### src/rtl/jt51_noise_gen.sv
// jt51_noise_gen
// Noise-rate and noise-level stage for the 17-bit noise LFSR.
// A 5-bit sample counter paces the LFSR shift enable (one shift every
// 32-nfrq samples). The LFSR output bit is latched once per sample at slot 0
// and, at slot 31, scaled by that slot's envelope attenuation into a signed
// noise sample that stands in for operator 32 when noise is enabled.
//
// Ports:
//   rst       async active-high reset
//   clk       clock
//   cen       slot clock enable (32 per sample); all state moves only on cen
//   zero      slot 0 marker (one cen per sample)
//   op31      slot 31 marker (operator 32)
//   ne        noise enable, affects only noise_out
//   nfrq      noise frequency; shift period is 32-nfrq samples
//   eg        envelope attenuation, valid when op31=1 (0 = loudest)
//   lfsr_out  current LFSR output bit
//   lfsr_base LFSR shift enable, high for the cen period of slot 1
//   noise_bit LFSR bit latched for the current sample
//   noise_out signed two's-complement noise sample

module jt51_noise_gen #(
  parameter int NFRQ_W = 5,
  parameter int EG_W   = 10
) (
  input  logic              rst,
  input  logic              clk,
  input  logic              cen,
  input  logic              zero,
  input  logic              op31,
  input  logic              ne,
  input  logic [NFRQ_W-1:0] nfrq,
  input  logic [EG_W-1:0]   eg,
  input  logic              lfsr_out,
  output logic              lfsr_base,
  output logic              noise_bit,
  output logic [EG_W:0]     noise_out
);

  logic [NFRQ_W-1:0] r_cnt;
  logic              r_base;
  logic              r_bit;
  logic [EG_W:0]     r_noise;

  logic [NFRQ_W-1:0] w_limit;
  logic              w_wrap;

  // Equality compare only: if nfrq moves the limit below the current count,
  // the counter simply runs past the top and wraps with no shift pulse.
  assign w_limit = {NFRQ_W{1'b1}} - nfrq;
  assign w_wrap  = (r_cnt == w_limit);

  // Counter and bit capture advance at slot 0; base is refreshed on every cen
  // so it stays high for exactly the one slot following the wrapping zero.
  // A set noise bit gives +(max-eg); a clear bit gives its one's complement,
  // i.e. -(max-eg)-1, which keeps the waveform symmetric about -0.5.
  always_ff @(posedge clk or posedge rst) begin
    if (rst) begin
      r_cnt   <= '0;
      r_base  <= 1'b0;
      r_bit   <= 1'b0;
      r_noise <= '0;
    end else if (cen) begin
      r_base <= zero & w_wrap;
      if (zero) begin
        r_bit <= lfsr_out;
        if (w_wrap) r_cnt <= '0;
        else        r_cnt <= r_cnt + 1'b1;
      end
      if (op31) begin
        if (!ne)        r_noise <= '0;
        else if (r_bit) r_noise <= {1'b0, ~eg};
        else            r_noise <= {1'b1, eg};
      end
    end
  end

  assign lfsr_base = r_base;
  assign noise_bit = r_bit;
  assign noise_out = r_noise;

endmodule

### config.mk
export PLATFORM = sky130hd
export DESIGN_NAME = jt51_noise_gen
export DESIGN_NICKNAME = d
export VERILOG_FILES = /design/src/rtl/jt51_noise_gen.sv
export SDC_FILE = /design/constraint.sdc
export NUM_CORES = 1
export LEC_CHECK = 0
export ABC_AREA = 1
export CORE_AREA = 2 2 50 52
export CTS_CLUSTER_DIAMETER = 80
export DETAILED_ROUTE_END_ITERATION = 10
export DIE_AREA = 0 0 52 54
export PLACE_DENSITY = 0.8
export SLEW_MARGIN = 20
export SYNTH_ARGS = -nofsm -noshare
export SYNTH_HDL_FRONTEND = slang
export SYNTH_SLANG_ARGS = --single-unit
export TNS_END_PERCENT = 50
### constraint.sdc
create_clock -name clk -period 1.3 [get_ports clk]
set_input_delay 0.325 -clock clk [delete_from_list [all_inputs] [get_ports clk]]
set_output_delay 0.325 -clock clk [all_outputs]
set_load 0.02 [all_outputs]
==> results of run 1 <==
[sequential cells by signal, indices dropped and copies added, names as in the netlist]
signal,cells
lfsr_base,1
noise_bit,1
noise_out,11
r_cnt,5
[stage by stage]
| step | total power [mW] | std cells |
|---|---|---|
| CTS | 1.82 | 172 |
| detailed placement | 1.49 | 168 |
| global route | 1.90 | 173 |
| floorplan | 1.21 | 103 |
| finish | 1.78 | 173 |
| global placement | 1.46 | 168 |
[synth_stat cells]
library cell / count / area, sq um
nand2_1: 29 / 109
dfrtp_1: 18 / 450
o21ai_0: 14 / 70.1
xnor2_1: 12 / 105
nor2_1: 11 / 41.3
inv_1: 6 / 22.5
nand3_1: 3 / 15.0
buf_2: 1 / 5.00
buf_4: 1 / 7.51
clkbuf_2: 1 / 5.00
ha_1: 1 / 12.5
mux2_2: 1 / 11.3
nand2_4: 1 / 11.3
nand3_2: 1 / 10.0
nand4_1: 1 / 6.26
nor2_2: 1 / 6.26
nor2_4: 1 / 11.3
[kinds of logic after synthesis]
kind of cell | count (synthesis)
AND/OR/NAND/NOR | 48
XOR/XNOR | 12
AO/OA/AOI/OAI | 14
flip-flops | 18
buffers and inverters | 9
adder cells (fa/ha/maj) | 1
multiplexers | 1
[cell type report]
type	instances	share of cell area
Tap cell	30	0.0292
Clock buffer	4	0.0283
Timing Repair Buffer	39	0.253
Multi-Input combinational cell	76	0.321
Inverter	6	0.0175
Sequential cell	18	0.351
[routing by layer]
metal  part of all wire  track usage
met5                  0            0
met4              0.014       0.0789
met3              0.056       0.0389
met2               0.52        0.289
met1               0.41        0.191
[report_power, final]
group          total [mW]  internal, mW  switching (mW)
registers           0.816         0.687           0.129
clock network       0.351         0.171           0.180
logic               0.613         0.286           0.326
total                1.78          1.14           0.635
[path summary, 6_finish.rpt]
kind	startpoint	to	slack, ns	cells after the start
setup / recovery	noise_out[9]	noise_out[9]	0.03	1
hold / removal	rst	r_cnt[4]	0.33	3
setup reg to reg	r_cnt[0]	r_cnt[4]	0.12	7
hold reg to reg	noise_out[3]	noise_out[3]	0.50	2
max in group asynchronous	rst	noise_bit	0.78	3
min in group clk	noise_out[3]	noise_out[3]	0.50	2
[cell usage in the layout (no fill, tap or decap)]
cell	instances
nand3_2	1
inv_1	6
buf_4	5
nor2_2	1
nor2_1	11
clkdlybuf4s15_2	2
mux2_2	1
clkbuf_8	1
dfrtp_1	18
nand2_1	28
clkdlybuf4s50_1	21
nand2_4	1
clkbuf_4	3
xnor2_1	12
ha_1	1
buf_2	11
nand2_2	1
nand3_1	3
nor2_4	1
nand4_1	1
o21ai_0	14
[timing repair]
item | 4_1_cts | 5_1_grt
pin swaps | 0 | 0
gates resized for setup | 39 | 12
endpoints found under the setup margin | 13 | 14
hold endpoints to repair | 0 | 0
buffers inserted | 0 | 1
==> results.toml, run 1 <==
[logic_synthesis]
synthAdderAreaFrac = 0.0139
avgSynthCellArea_sq_um = 8.73
synth.yosys.seq_area_share = 0.501
synth_xor_area_frac = 0.117
yosys.area_share.simple = 0.234
syn_inst = 103
ys_ff_latch = 18
synth_warnings = 0
synth_compound_area_frac = 0.0779
synth_mux_area_frac = 0.0125
netlist_area_sq_um = 900
synth_fp_nets = 126
netlist-cell-type-count = 17
synth_top_family_by_area = "simple AND/OR/NAND/NOR gates"

[sta]
layout_setup_ws_ns = 0.0318
fin_hold_ws_ns = 0.330
fin_skew_ns = 0.00324
hold_viol = 0
min_period_ns = 1.27
rsz0062_at_grt = "false"
setup_violations = 0
slew_headroom = 0.848
maxSlewViolCount = 0
fin_setup_tns_ns = 0
fin_crit_sh = 0.976
fmax_ghz = 0.788
worst_slew_pin_slew_ns = 0.228

[global_routing]
grt_start_max_net_pins = 19
antenna_found_initial = 0
grt_pass1_vias = 813
gr-total-overflow = 0
track_usage = 0.165
grt_pass1_wl_um = 3350

[place]
gp_congestion = 0.809
placed_cell_area_sq_mm = 0.00129
io_buffers = 34
dp_hpwl_um = 1550
dp_slack_ns = -0.241

[clock_tree]
clk-insertion-delay-late_ns = 0.30
cts_root_buffer = "clkbuf_4"
clkTransAtPathRegs_ns = 0.10
cts_tree = "done"
htreeDepth = 1
cts_sinks = 18
cts.path.max_buffers = 2
cts-buffers-inserted = 3
ctsHoldBuffers = 0

[finish]
drive_above_1_share = 0.196
multiInputGateArea_sq_um = 412
regArea_sq_um = 450
fin_area_sq_mm = 0.00128
post-route-util = 0.553
n_fill_cell = 225
num_antenna_cells = 0
finalNetCount = 167
area_delta_synth_final_pct = 42.7

[floorplan]
start_util = 0.388
io_pins = 35
dieHeight_um = 54
dieArea_sq_mm = 0.00281
core_sq_mm = 0.00232
num_rows = 18
dieWidth_um = 52

[flow_run]
drv_cap = 0

[setup_path]
critPathKind = "flip-flop to output port"
cp_max_fo = 2
max_stage_delay_ns = 0.39
required_ns = 0.98
path_buf_inv = 1
arrival_ns = 0.94
crit_family = "flip-flops"
setup.worst_path.end_class = "output port"
start_kind = "flip-flop"
cp_cell_sequence = "clkdlybuf4s15_2"
cpMaxStageDelayCell = "dfrtp_1"

[drt]
drc = 0
dr.pass1.iters = 4
dr.first_iter.drc_count = 22
routedWlPerCell_um = 11.5
vias = 803
routed_wirelength_um = 2000
via_per_inst = 4.64
antenna_left = 0

[min_path]
hp-class = "primary input to async pin"

[status]
status = "complete, no violations"

[pwr]
ir_drop_uv = 839
p_leak_nw = 0.604
powerDensity_mw_per_mm2 = 1390
(Power assumes the default switching activity.)
==> inputs of run 2 (changes only) <==
PLACE_DENSITY = 0.74   (was 0.8)
==> run 2 against run 1 <==
Hold slack improved by 0.0091 ns. Combinational power rose by 1%. Utilization rose by 0.54 points. Die area did not move. Highest routed layer unchanged. Sequential cell count did not move. Clock skew fell by 0.0023 ns. Count of clock-buffer cells in the layout did not move. Cell area rose by 0.97%. Via count rose by 0.37%. Critical path depth did not move.
==> results.toml, run 2 (synthesized netlist as in run 1, its figures left out) <==
[global_routing]
grt_start_max_net_pins = 19
gr-total-overflow = 0
antenna_found_initial = 0
track_usage = 0.150
grt_pass1_wl_um = 3170
grt_pass1_vias = 807

[drt]
dr.first_iter.drc_count = 9
via_per_inst = 4.61
antenna_left = 0
vias = 806
routed_wirelength_um = 1950
drc = 0
routedWlPerCell_um = 11.1
dr.pass1.iters = 4

[setup_path]
reg2regPathDepth = 6
cp_cell_sequence = "clkdlybuf4s15_2"
startpoint = "noise_out[5]"
worstReg2RegStart = "r_cnt[2]"
start_kind = "flip-flop"
cpMaxStageDelayCell = "dfrtp_1"
cp-endpoint = "noise_out[5]"
arrival_ns = 0.94
critPathKind = "flip-flop to output port"
r2r_end = "r_cnt[2]"
crit_family = "flip-flops"
max_stage_delay_ns = 0.40
cp_max_fo = 2
cp_num_cells = 1
r2r_slack_ns = 0.13
required_ns = 0.98
setup.worst_path.end_class = "output port"
path_buf_inv = 1

[floorplan]
dieWidth_um = 52
dieArea_sq_mm = 0.00281
num_rows = 18
dieHeight_um = 54
io_pins = 35
core_sq_mm = 0.00232
start_util = 0.388

[sta]
slew_headroom = 0.849
hold_viol = 0
fin_crit_sh = 0.971
worst_slew_pin_slew_ns = 0.226
maxSlewViolCount = 0
min_period_ns = 1.26
fin_hold_ws_ns = 0.339
setup_violations = 0
fmax_ghz = 0.792
fin_skew_ns = 0.000956
rsz0062_at_grt = "false"
fin_setup_tns_ns = 0

[clock_tree]
cts_tree = "done"
clkTransAtPathRegs_ns = 0.09
clk-insertion-delay-late_ns = 0.28
htreeDepth = 1
cts.path.max_buffers = 2
post_cts_buffers = 0
cts_sinks = 18
ctsHoldBuffers = 0
cts-buffers-inserted = 3
cts_root_buffer = "clkbuf_4"

[finish]
fin_area_sq_mm = 0.00130
final_cell_mix = "nand2_1 (29), clkdlybuf4s50_1 (21), dfrtp_1 (18)"
largest_register_ff_count = 11
area_delta_synth_final_pct = 44.1
finalNetCount = 169
drive_above_1_share = 0.200
num_antenna_cells = 0
final_common_cell = "nand2_1"
post-route-util = 0.559

[min_path]
hp-class = "primary input to async pin"

[place]
io_buffers = 34
placed_cell_area_sq_mm = 0.00131
dp_hpwl_um = 1560
gp_congestion = 0.745

[flow_run]
drv_cap = 0

[status]
status = "complete, no violations"

[pwr]
ir_drop_uv = 1040
p_leak_nw = 0.610
powerDensity_mw_per_mm2 = 1360
power_mw = 1.76
run 2: cell count changes in the layout (fill, tap and decap cells not counted):
| cell | delta |
|---|---|
| buf_2 | -3 |
| nand2_1 | +1 |
| buf_4 | +2 |
| nand2_2 | -1 |
| clkbuf_2 | +3 |
run 2: layout make-up:
| type | instances | area (sq um) |
|---|---|---|
| inverters | 6 | 22.5 |
| repair buffers | 41 | 340 |
| flip-flops and latches | 18 | 450 |
| well taps | 30 | 37.5 |
| fillers | 227 | 1020 |
| clock buffers | 4 | 36.3 |
| multi-input cells | 76 | 409 |
run 2: per-stage QoR:
stage / cells / setup WS [ns]
floorplan: 103 / 0.235
global placement: 171 / -0.181
detailed placement: 171 / -0.243
CTS: 175 / 0.00213
global route: 175 / 0.00161
finish: 175 / 0.0379
run 2: timing repair:
item                       4_1_cts  5_1_grt
setup endpoints to repair       13       11
gates resized for setup         36       11
gates cloned                     0        0
run 2: worst register-to-register path, cell delays in order (launching register included):
cell and delay (ns):
dfrtp_1 0.46, nand2_1 0.10, nand2_1 0.06, nor2_1 0.12, nand3_2 0.12, nor2_2 0.15
nor2_1 0.06
run 2: how the worst min path moves through the flow:
stage	endpoint	slack, ns	cells after the start
3_3_place_gp	noise_out[4]	0.47	2
5_1_grt	lfsr_base	0.39	3
4_1_cts	lfsr_base	0.34	3
3_5_place_dp	noise_out[7]	0.48	2
6_report	r_cnt[3]	0.34	3
2_1_floorplan	lfsr_base	0.26	1
run 2: metal layers:
layer,vias up,track usage,wire (um)
met5,-,0,0
li1,411,-,-
met2,26,0.272,936
met4,0,0.0395,19
met3,2,0.0389,123
met1,367,0.177,869
run 2: report_power, final:
group	internal (mW)	total (mW)	switching, mW
Combinational	0.288	0.619	0.332
Sequential	0.687	0.810	0.123
Clock	0.171	0.329	0.158
Total	1.15	1.76	0.613
